[src/rtl/vga_pkg.sv]
// Shared timing constants, counter widths and small decode helpers for the
// VGA sync generator. The values below describe the standard 640x480 mode.
package vga_pkg;

    // Default timing (pixels per line / lines per frame)
    localparam int H_ACTIVE_D = 640;
    localparam int H_FP_D     = 16;
    localparam int H_SYNC_D   = 96;
    localparam int H_BP_D     = 48;
    localparam int V_ACTIVE_D = 480;
    localparam int V_FP_D     = 10;
    localparam int V_SYNC_D   = 2;
    localparam int V_BP_D     = 33;
    localparam int CLK_DIV_D  = 2;

    // Derived totals and sync windows for the default mode
    localparam int H_TOTAL      = H_ACTIVE_D + H_FP_D + H_SYNC_D + H_BP_D;
    localparam int V_TOTAL      = V_ACTIVE_D + V_FP_D + V_SYNC_D + V_BP_D;
    localparam int H_SYNC_START = H_ACTIVE_D + H_FP_D;
    localparam int H_SYNC_END   = H_SYNC_START + H_SYNC_D - 1;
    localparam int V_SYNC_START = V_ACTIVE_D + V_FP_D;
    localparam int V_SYNC_END   = V_SYNC_START + V_SYNC_D - 1;

    // Sync pulses are active low
    localparam logic SYNC_ACTIVE = 1'b0;

    // Counter and output widths
    localparam int H_CNT_W = 10;
    localparam int V_CNT_W = 10;
    localparam int COL_W   = 10;
    localparam int ROW_W   = 9;
    localparam int DIV_W   = 2;

    typedef logic [H_CNT_W-1:0] h_cnt_t;
    typedef logic [V_CNT_W-1:0] v_cnt_t;
    typedef logic [DIV_W-1:0]   div_cnt_t;

    // Everything that is decoded from one (h_cnt, v_cnt) position
    typedef struct packed {
        logic             hsync;
        logic             vsync;
        logic             video_on;
        logic [COL_W-1:0] column;
        logic [ROW_W-1:0] row;
    } vga_pix_t;

    localparam vga_pix_t PIX_IDLE = '{
        hsync:    ~SYNC_ACTIVE,
        vsync:    ~SYNC_ACTIVE,
        video_on: 1'b0,
        column:   10'd0,
        row:      9'd0
    };

    // True when cnt lies in the inclusive window [lo, hi]
    function automatic logic in_window(input h_cnt_t cnt, input h_cnt_t lo, input h_cnt_t hi);
        return (cnt >= lo) && (cnt <= hi);
    endfunction

endpackage

[src/rtl/vga_pix_div.sv]
// Pixel clock-enable divider: produces a one-clock strobe every CLK_DIV
// system clocks. The strobe is registered and always equals
// (count == CLK_DIV-1), so with CLK_DIV=1 it stays high continuously.
module vga_pix_div
    import vga_pkg::*;
#(
    parameter int CLK_DIV = CLK_DIV_D
) (
    input  logic clk_i,
    input  logic rst_i,
    output logic pix_en_o
);

    localparam div_cnt_t DIV_LAST = div_cnt_t'(CLK_DIV - 1);

    div_cnt_t div_cnt_r;
    div_cnt_t div_cnt_next_s;
    logic     strobe_r;

    // Next divider count, wrapping after CLK_DIV-1
    always_comb begin
        div_cnt_next_s = 2'd0;
        if (div_cnt_r == DIV_LAST) begin
            div_cnt_next_s = 2'd0;
        end else begin
            div_cnt_next_s = div_cnt_r + 2'd1;
        end
    end

    // Divider count and look-ahead strobe register
    always_ff @(posedge clk_i) begin
        if (rst_i) begin
            div_cnt_r <= 2'd0;
            strobe_r  <= (DIV_LAST == 2'd0);
        end else begin
            div_cnt_r <= div_cnt_next_s;
            strobe_r  <= (div_cnt_next_s == DIV_LAST);
        end
    end

    assign pix_en_o = strobe_r;

endmodule

[src/rtl/vga_sync_gen.sv]
// VGA sync generator: horizontal/vertical scan counters advanced by the
// pixel strobe, with sync, visible-area and coordinate decode captured into
// output registers on the same edge the counters advance.
module vga_sync_gen
    import vga_pkg::*;
#(
    parameter int H_ACTIVE = H_ACTIVE_D,
    parameter int H_FP     = H_FP_D,
    parameter int H_SYNC   = H_SYNC_D,
    parameter int H_BP     = H_BP_D,
    parameter int V_ACTIVE = V_ACTIVE_D,
    parameter int V_FP     = V_FP_D,
    parameter int V_SYNC   = V_SYNC_D,
    parameter int V_BP     = V_BP_D,
    parameter int CLK_DIV  = CLK_DIV_D
) (
    input  logic        clk_i,
    input  logic        rst_i,
    output logic        hsync_o,
    output logic        vsync_o,
    output logic        video_on_o,
    output logic [9:0]  column_o,
    output logic [8:0]  row_o,
    output logic        pix_en_o,
    output logic        frame_start_o
);

    // Counter bounds derived from the timing parameters
    localparam h_cnt_t H_LAST = h_cnt_t'(H_ACTIVE + H_FP + H_SYNC + H_BP - 1);
    localparam v_cnt_t V_LAST = v_cnt_t'(V_ACTIVE + V_FP + V_SYNC + V_BP - 1);
    localparam h_cnt_t H_VIS  = h_cnt_t'(H_ACTIVE);
    localparam v_cnt_t V_VIS  = v_cnt_t'(V_ACTIVE);
    localparam h_cnt_t HS_LO  = h_cnt_t'(H_ACTIVE + H_FP);
    localparam h_cnt_t HS_HI  = h_cnt_t'(H_ACTIVE + H_FP + H_SYNC - 1);
    localparam v_cnt_t VS_LO  = v_cnt_t'(V_ACTIVE + V_FP);
    localparam v_cnt_t VS_HI  = v_cnt_t'(V_ACTIVE + V_FP + V_SYNC - 1);

    logic     pix_stb_s;
    h_cnt_t   h_cnt_r;
    v_cnt_t   v_cnt_r;
    h_cnt_t   h_next_s;
    v_cnt_t   v_next_s;
    logic     origin_s;
    vga_pix_t pix_s;
    vga_pix_t pix_r;
    logic     pix_en_r;
    logic     frame_start_r;

    vga_pix_div #(
        .CLK_DIV (CLK_DIV)
    ) u_pix_div (
        .clk_i    (clk_i),
        .rst_i    (rst_i),
        .pix_en_o (pix_stb_s)
    );

    // Next scan position: h wraps at line end, v advances only on that wrap
    always_comb begin
        h_next_s = 10'd0;
        v_next_s = v_cnt_r;
        if (h_cnt_r == H_LAST) begin
            h_next_s = 10'd0;
            if (v_cnt_r == V_LAST) begin
                v_next_s = 10'd0;
            end else begin
                v_next_s = v_cnt_r + 10'd1;
            end
        end else begin
            h_next_s = h_cnt_r + 10'd1;
            v_next_s = v_cnt_r;
        end
    end

    // Decode of the current scan position into the values to be registered
    always_comb begin
        pix_s          = PIX_IDLE;
        origin_s       = (h_cnt_r == 10'd0) && (v_cnt_r == 10'd0);
        pix_s.video_on = (h_cnt_r < H_VIS) && (v_cnt_r < V_VIS);
        pix_s.hsync    = in_window(h_cnt_r, HS_LO, HS_HI) ? SYNC_ACTIVE : ~SYNC_ACTIVE;
        pix_s.vsync    = in_window(v_cnt_r, VS_LO, VS_HI) ? SYNC_ACTIVE : ~SYNC_ACTIVE;
        if (pix_s.video_on) begin
            pix_s.column = h_cnt_r;
            pix_s.row    = v_cnt_r[8:0];
        end else begin
            pix_s.column = 10'd0;
            pix_s.row    = 9'd0;
        end
    end

    // Scan counters and output registers, all advancing on the pixel strobe
    always_ff @(posedge clk_i) begin
        if (rst_i) begin
            h_cnt_r       <= 10'd0;
            v_cnt_r       <= 10'd0;
            pix_r         <= PIX_IDLE;
            pix_en_r      <= 1'b0;
            frame_start_r <= 1'b0;
        end else begin
            pix_en_r      <= pix_stb_s;
            frame_start_r <= pix_stb_s && origin_s;
            if (pix_stb_s) begin
                h_cnt_r <= h_next_s;
                v_cnt_r <= v_next_s;
                pix_r   <= pix_s;
            end else begin
                h_cnt_r <= h_cnt_r;
                v_cnt_r <= v_cnt_r;
                pix_r   <= pix_r;
            end
        end
    end

    assign hsync_o       = pix_r.hsync;
    assign vsync_o       = pix_r.vsync;
    assign video_on_o    = pix_r.video_on;
    assign column_o      = pix_r.column;
    assign row_o         = pix_r.row;
    assign pix_en_o      = pix_en_r;
    assign frame_start_o = frame_start_r;

endmodule

[config.mk]
export PLATFORM = sky130hd
export DESIGN_NAME = vga_sync_gen
export DESIGN_NICKNAME = d
export VERILOG_FILES = /design/src/rtl/vga_pkg.sv /design/src/rtl/vga_pix_div.sv /design/src/rtl/vga_sync_gen.sv
export SDC_FILE = /design/constraint.sdc
export NUM_CORES = 1
export LEC_CHECK = 0
export CORE_ASPECT_RATIO = 1.25
export CORE_MARGIN = 5
export CORE_UTILIZATION = 40
export CTS_BUF_LIST = sky130_fd_sc_hd__clkbuf_8
export CTS_CLUSTER_DIAMETER = 50
export DETAILED_ROUTE_END_ITERATION = 10
export PLACE_DENSITY = 0.62
export SLEW_MARGIN = 10
export SYNTH_ARGS = -nofsm -noshare
export SYNTH_HDL_FRONTEND = slang
export SYNTH_SLANG_ARGS = --single-unit
[constraint.sdc]
create_clock -name clk_i -period 1.7 [get_ports clk_i]
set_input_delay 0.34 -clock clk_i [delete_from_list [all_inputs] [get_ports clk_i]]
set_output_delay 0.34 -clock clk_i [all_outputs]
set_load 0.005 [all_outputs]
; ---- Yosys cells after proc, flatten, opt, wreduce, memory -nomap -nowiden
; Cells that the tools add are included.
[word_totals]
output_inout_bits = 24
ff_bits = 47
inputBits = 2
elab_cells = 38
[op_classes]
add_sub_neg = 3
n_eq_ne = 4
order_cmp = 6
reduce_logical = 8
muxes = 6
[op_table]
columns = operator, n
row1 = $add A10 B1 Y10 const B, 2
row2 = $eq A10 B10 Y1 const B, 2
row3 = $logic_not A10 Y1, 2
row4 = $mux W10, 2
row5 = $mux W19, 1
row6 = $ge A10 B10 Y1 const B, 1
row7 = $ge A10 B9 Y1 const B, 1
row8 = $le A10 B10 Y1 const B, 1
row9 = $le A10 B9 Y1 const B, 1
row10 = $lt A10 B10 Y1 const B, 1
row11 = $lt A10 B9 Y1 const B, 1
row12 = $logic_and A1 B1 Y1, 5
row13 = $eq A2 B1 Y1 const B, 2
row14 = $add A2 B1 Y2 const B, 1
row15 = $mux W1, 2
row16 = $mux W2, 1
row17 = $reduce_and A2 Y1, 1

; ---- Longest topological paths before layout
[logic_depth]
word_depth = 3
depth_mapped = 7
depth_no_buf = 6

; ---- Cells and area by module
; From an unflattened synthesis, not the netlist that was laid out.
[unflattened]
hier_cells = 220
hier_area_um2 = 1964.4
[modules_own_cells]
columns = mod, instances, cells_per_inst, seq_area_each_um2, area_each_um2
row1 = vga_sync_gen, 1, 214, 880.8, 1878.1
row2 = vga_pix_div, 1, 6, 60.1, 86.3

; ---- Worst setup path after synthesis
; Ideal clock, no wire load.
[synth_timing]
path_type = reg-to-reg
startpoint = register h_cnt_r[0]
endpoint = register v_cnt_r[5]
t_arrival_ns = 1.593
setup_ns = 0.070
period_less_slack_ns = 1.663
t_required_ns = 1.630
slack_ns = 0.037
stages_incl_launch_ff = 7
path_buffers = 1
cell_sequence = dfxtp_1 ha_1 and4_1 buf_4 nand4_4 or4_1 a21oi_1
[synth_between]
elab_chain_len = 2
[synth_lines]
columns = item, line_no
row1 = start: declaration, vga_sync_gen.sv:39  ; h_cnt_t h_cnt_r;
row2 = start signal: assignment, vga_sync_gen.sv:102  ; h_cnt_r <= h_next_s;
row3 = start signal: assignment, vga_sync_gen.sv:106  ; h_cnt_r <= h_cnt_r;
row4 = $eq A10 B10 Y1, vga_sync_gen.sv:61  ; if (h_cnt_r == H_LAST) begin
row5 = $reduce_and A2 Y1 (no source line), --
row6 = end signal: assignment, vga_sync_gen.sv:103  ; v_cnt_r <= v_next_s;
row7 = end signal: assignment, vga_sync_gen.sv:107  ; v_cnt_r <= v_cnt_r;
row8 = end: declaration, vga_sync_gen.sv:40  ; v_cnt_t v_cnt_r;
; No other way between the ends.
; A chain may end at the register's enable or synchronous reset.

; ---- Worst setup path in the final report
[layout_timing]
startpoint = register h_cnt_r[0]
endpoint = register v_cnt_r[3]
; The elaborated chain is that of the path after synthesis.

==> summary.md <==
| Metric | Value |
|---|---|
| Number of CTS-inserted buffers | `5` |
| PwrDens | `roughly 760 nW/µm²` |
| Detail Route Antenna Nets | `0` |
| Worst-Margin Slew | `370 ps` |
| Crit Path Class | `register to register` |
| WL per Instance | `approximately 15 µm` |
| Area leader, netlist | `dfxtp_1` |
| Worst Path Max Fanout | `6` |
| Clock-pin slew on the worst setup and hold paths | `80 ps` |
| Commonest non-fill, non-tap cell in the layout | `dfxtp_1` |
| DP HPWL | `approximately 3400 µm` |
| H-tree lvl count | `2` |
| Synth Net Count | `around 220` |
| Fin crit share | `between 90% and 100%` |
| Maxcap violations | `0` |
| Total Routing Usage GR | `between 15 and 20%` |
| Predominant post-synthesis flop cell | `dfxtp_1` |
| Total power draw | `0.00196 W` |
| Port Buf Inserts | `25` |
| RD Place Congestion | `around 0.82` |
| Synth Warn # | `0` |
| Post-Layout Cell Count | `325` |
| Worst r2r src | `h_cnt_r[0]` |
| Clk buf depth | `2` |
| Total negative slack | `0 ps` |
| Ranking of synthesized cells by area | `dfxtp_1 47%, a22oi_1 6.8%, nor2_1 6.8%` |
| RSZ-0062 raised after global routing | `true` |
| Fin. Hold Viols | `0` |
| Row count | `28` |
| Worst r2r path cells | `6` |
| Final min period | `about 1600 ps` |
| Final setup fails | `0` |
| Placed standard-cell area | `~2400 µm²` |
| Fraction of registers with async set or reset after synthesis | `0%` |
| Area of the multi-input gates | `957 µm²` |
| Crit path capture type | `register` |
| Vias/cell | `approximately 5.3` |
| Mapped cell area | `between 1500 and 2000 µm²` |
| Total Die Area | `6510 µm²` |
| CP arrival | `about 1900 ps` |
| Clock Sinks | `between 40 and 50` |
| R2R Path End | `v_cnt_r[3]` |
| Cells on Worst Hold Path | `1` |
| Reg-to-reg slack, setup | `approximately 70 ps` |
| FMAX | `about 0.61 GHz` |
| # diodes | `0` |
| Register area | `about 950 µm²` |
| Post-synthesis cell type count | `42` |
| Startpoint Class | `register` |
| Core Region | `between 4000 and 5000 µm²` |
| Sequential area share after synthesis | `a little under half` |
| Critical Path RT | `just under 2000 ps` |
| Leak Pwr | `roughly 0.96 nW` |
| Post-synth EDFFs | `0` |
| Clk_lat worst skew | `about 300 ps` |
| VDD IR-drop max | `0.595 mV` |
| Synthesized flop and latch total | `47` |
| Hold Startpoint | `u_pix_div.div_cnt_r[0]` |
| Remaining global-route overflow | `0` |
| Layout area overhead | `29.9%` |
| Residual DRC | `0` |
| Total count of max-transition violations in the final report | `0` |
| Status | `finished, final reports clean` |
| Syn Area/Cell | `just over 9 µm²` |
| Die Height | `~90 µm` |
| FILL cells | `between 400 and 500` |
| End of the worst hold path | `u_pix_div.pix_en_o` |
| Clk_skew | `~6.2 ps` |
| Nets | `between 200 and 300` |
| Initial antenna violation count | `0` |
| Commonest non-fill, non-tap cells in the layout | `42 x dfxtp_1, 36 x nor2_1, 34 x buf_4` |
| Chip width | `between 70 and 80 µm` |
| Vias in the first global route | `1649` |
| Final WL | `about 4900 µm` |
| First-pass GRT wire length | `about 8000 µm` |
| Routed via count | `about 1.7k` |
| Initial drt markers | `154` |
| Largest net degree at the start of global routing | `22` |
| Initial Util | `41.6%` |
| HP Class | `register to register` |
| Layout cells sized above 1 | `a little over a fifth` |
| DP Cell Count | `about 310` |
| Num ports | `26` |
| Hold Buf Count CTS | `0` |
| Area share of the largest cell type after synthesis | `a little under half` |
| CTS root buf | `clkbuf_8` |
| Mapped Cells | `between 200 and 250` |
| TritonRoute pass-1 iters | `4` |
| Cell area after layout | `between 2000 and 3000 µm²` |
| Slew HR | `about three quarters` |
| CTS tree | `yes` |
==> state kept, by name, summed over array words and instances (netlist names), 2 cells and up <==
register	flops
column_o	10
h_cnt_r	10
row_o	9
u_pix_div.div_cnt_r	2
v_cnt_r	10
==> worst max path at each step <==
stage	depth (start not counted)	slack, ps	endpoint	startpoint
after global routing	5	-20	v_cnt_r[9]	h_cnt_r[7]
after global placement	5	30	v_cnt_r[7]	h_cnt_r[0]
after detailed placement	5	-20	v_cnt_r[5]	h_cnt_r[1]
after CTS	5	8	v_cnt_r[5]	h_cnt_r[1]
final	6	70	v_cnt_r[3]	h_cnt_r[0]
after floorplan	6	40	v_cnt_r[5]	h_cnt_r[0]
==> cells by family (layout without fill, tap and decap cells) <==
logic type	count (synthesis)	in the layout	synth area share, %
multiplexers	1	1	0.501
AND/OR/NAND/NOR	91	91	24.9
XOR/XNOR	10	10	4.39
buffers and inverters	25	72	6.64
flip-flops	47	47	47.1
AO/OA/AOI/OAI	40	40	14.0
adder cells (fa/ha/maj)	4	4	2.51
==> cell usage after synthesis (all sizes together), types with 2 or more instances <==
master / count
a21oi: 8
a22oi: 18
and3: 4
and4b: 2
buf: 11
clkbuf: 8
dfxtp: 47
ha: 4
inv: 6
nand2: 9
nand2b: 2
nand3: 6
nand3b: 2
nand4: 8
nor2: 36
nor3: 5
nor4: 3
o21ai: 5
o31ai: 2
or3: 6
or4: 2
xnor2: 5
xor2: 5
==> area by class of cell <==
cell class,count,area share [%]
multi-input cells,146,36.9
clock inverters,1,0.193
repair buffers,59,19.5
well taps,60,2.89
inverters,6,0.868
clock buffers,6,3.18
flip-flops and latches,47,36.5
==> worst max-delay path: stages (launching register included) <==
cell,delay [ps]
dfxtp_2,360
ha_4,140
and4_4,240
nand4_4,150
buf_4,180
or3_1,340
a31oi_1,170
==> metrics by stage <==
stage	utilization, %	setup slack, ps	hold slack (ps)
after floorplan	-	36.7	392
after global placement	50.8	25.7	405
after detailed placement	50.8	-21.6	406
after CTS	52.7	8.49	422
after global routing	54.1	-22.4	443
final	54.1	70.3	420
==> report_power, final <==
part	internal [W]	switching [W]	total, W
logic	0.0000628	0.0000775	0.000140
registers	0.00112	0.0000136	0.00113
clock network	0.000320	0.000366	0.000686
total	0.00150	0.000457	0.00196
==> metal layers <==
metal  track usage [%]  wire, µm  up-vias
li1                  -         -      860
met1              19.6      2180      815
met2              26.5      2360       42
met3              4.05       210       11
met4              5.87       110        0
met5                 0         0        -
==> repair_timing <==
| item | CTS | global route |
|---|---|---|
| setup endpoints to repair | 2 | 8 |
| resized for setup | 2 | 12 |
| pin swaps | 0 | 6 |
| buffers inserted | 0 | 4 |
No activity file was read; power rests on OpenSTA's default activity.
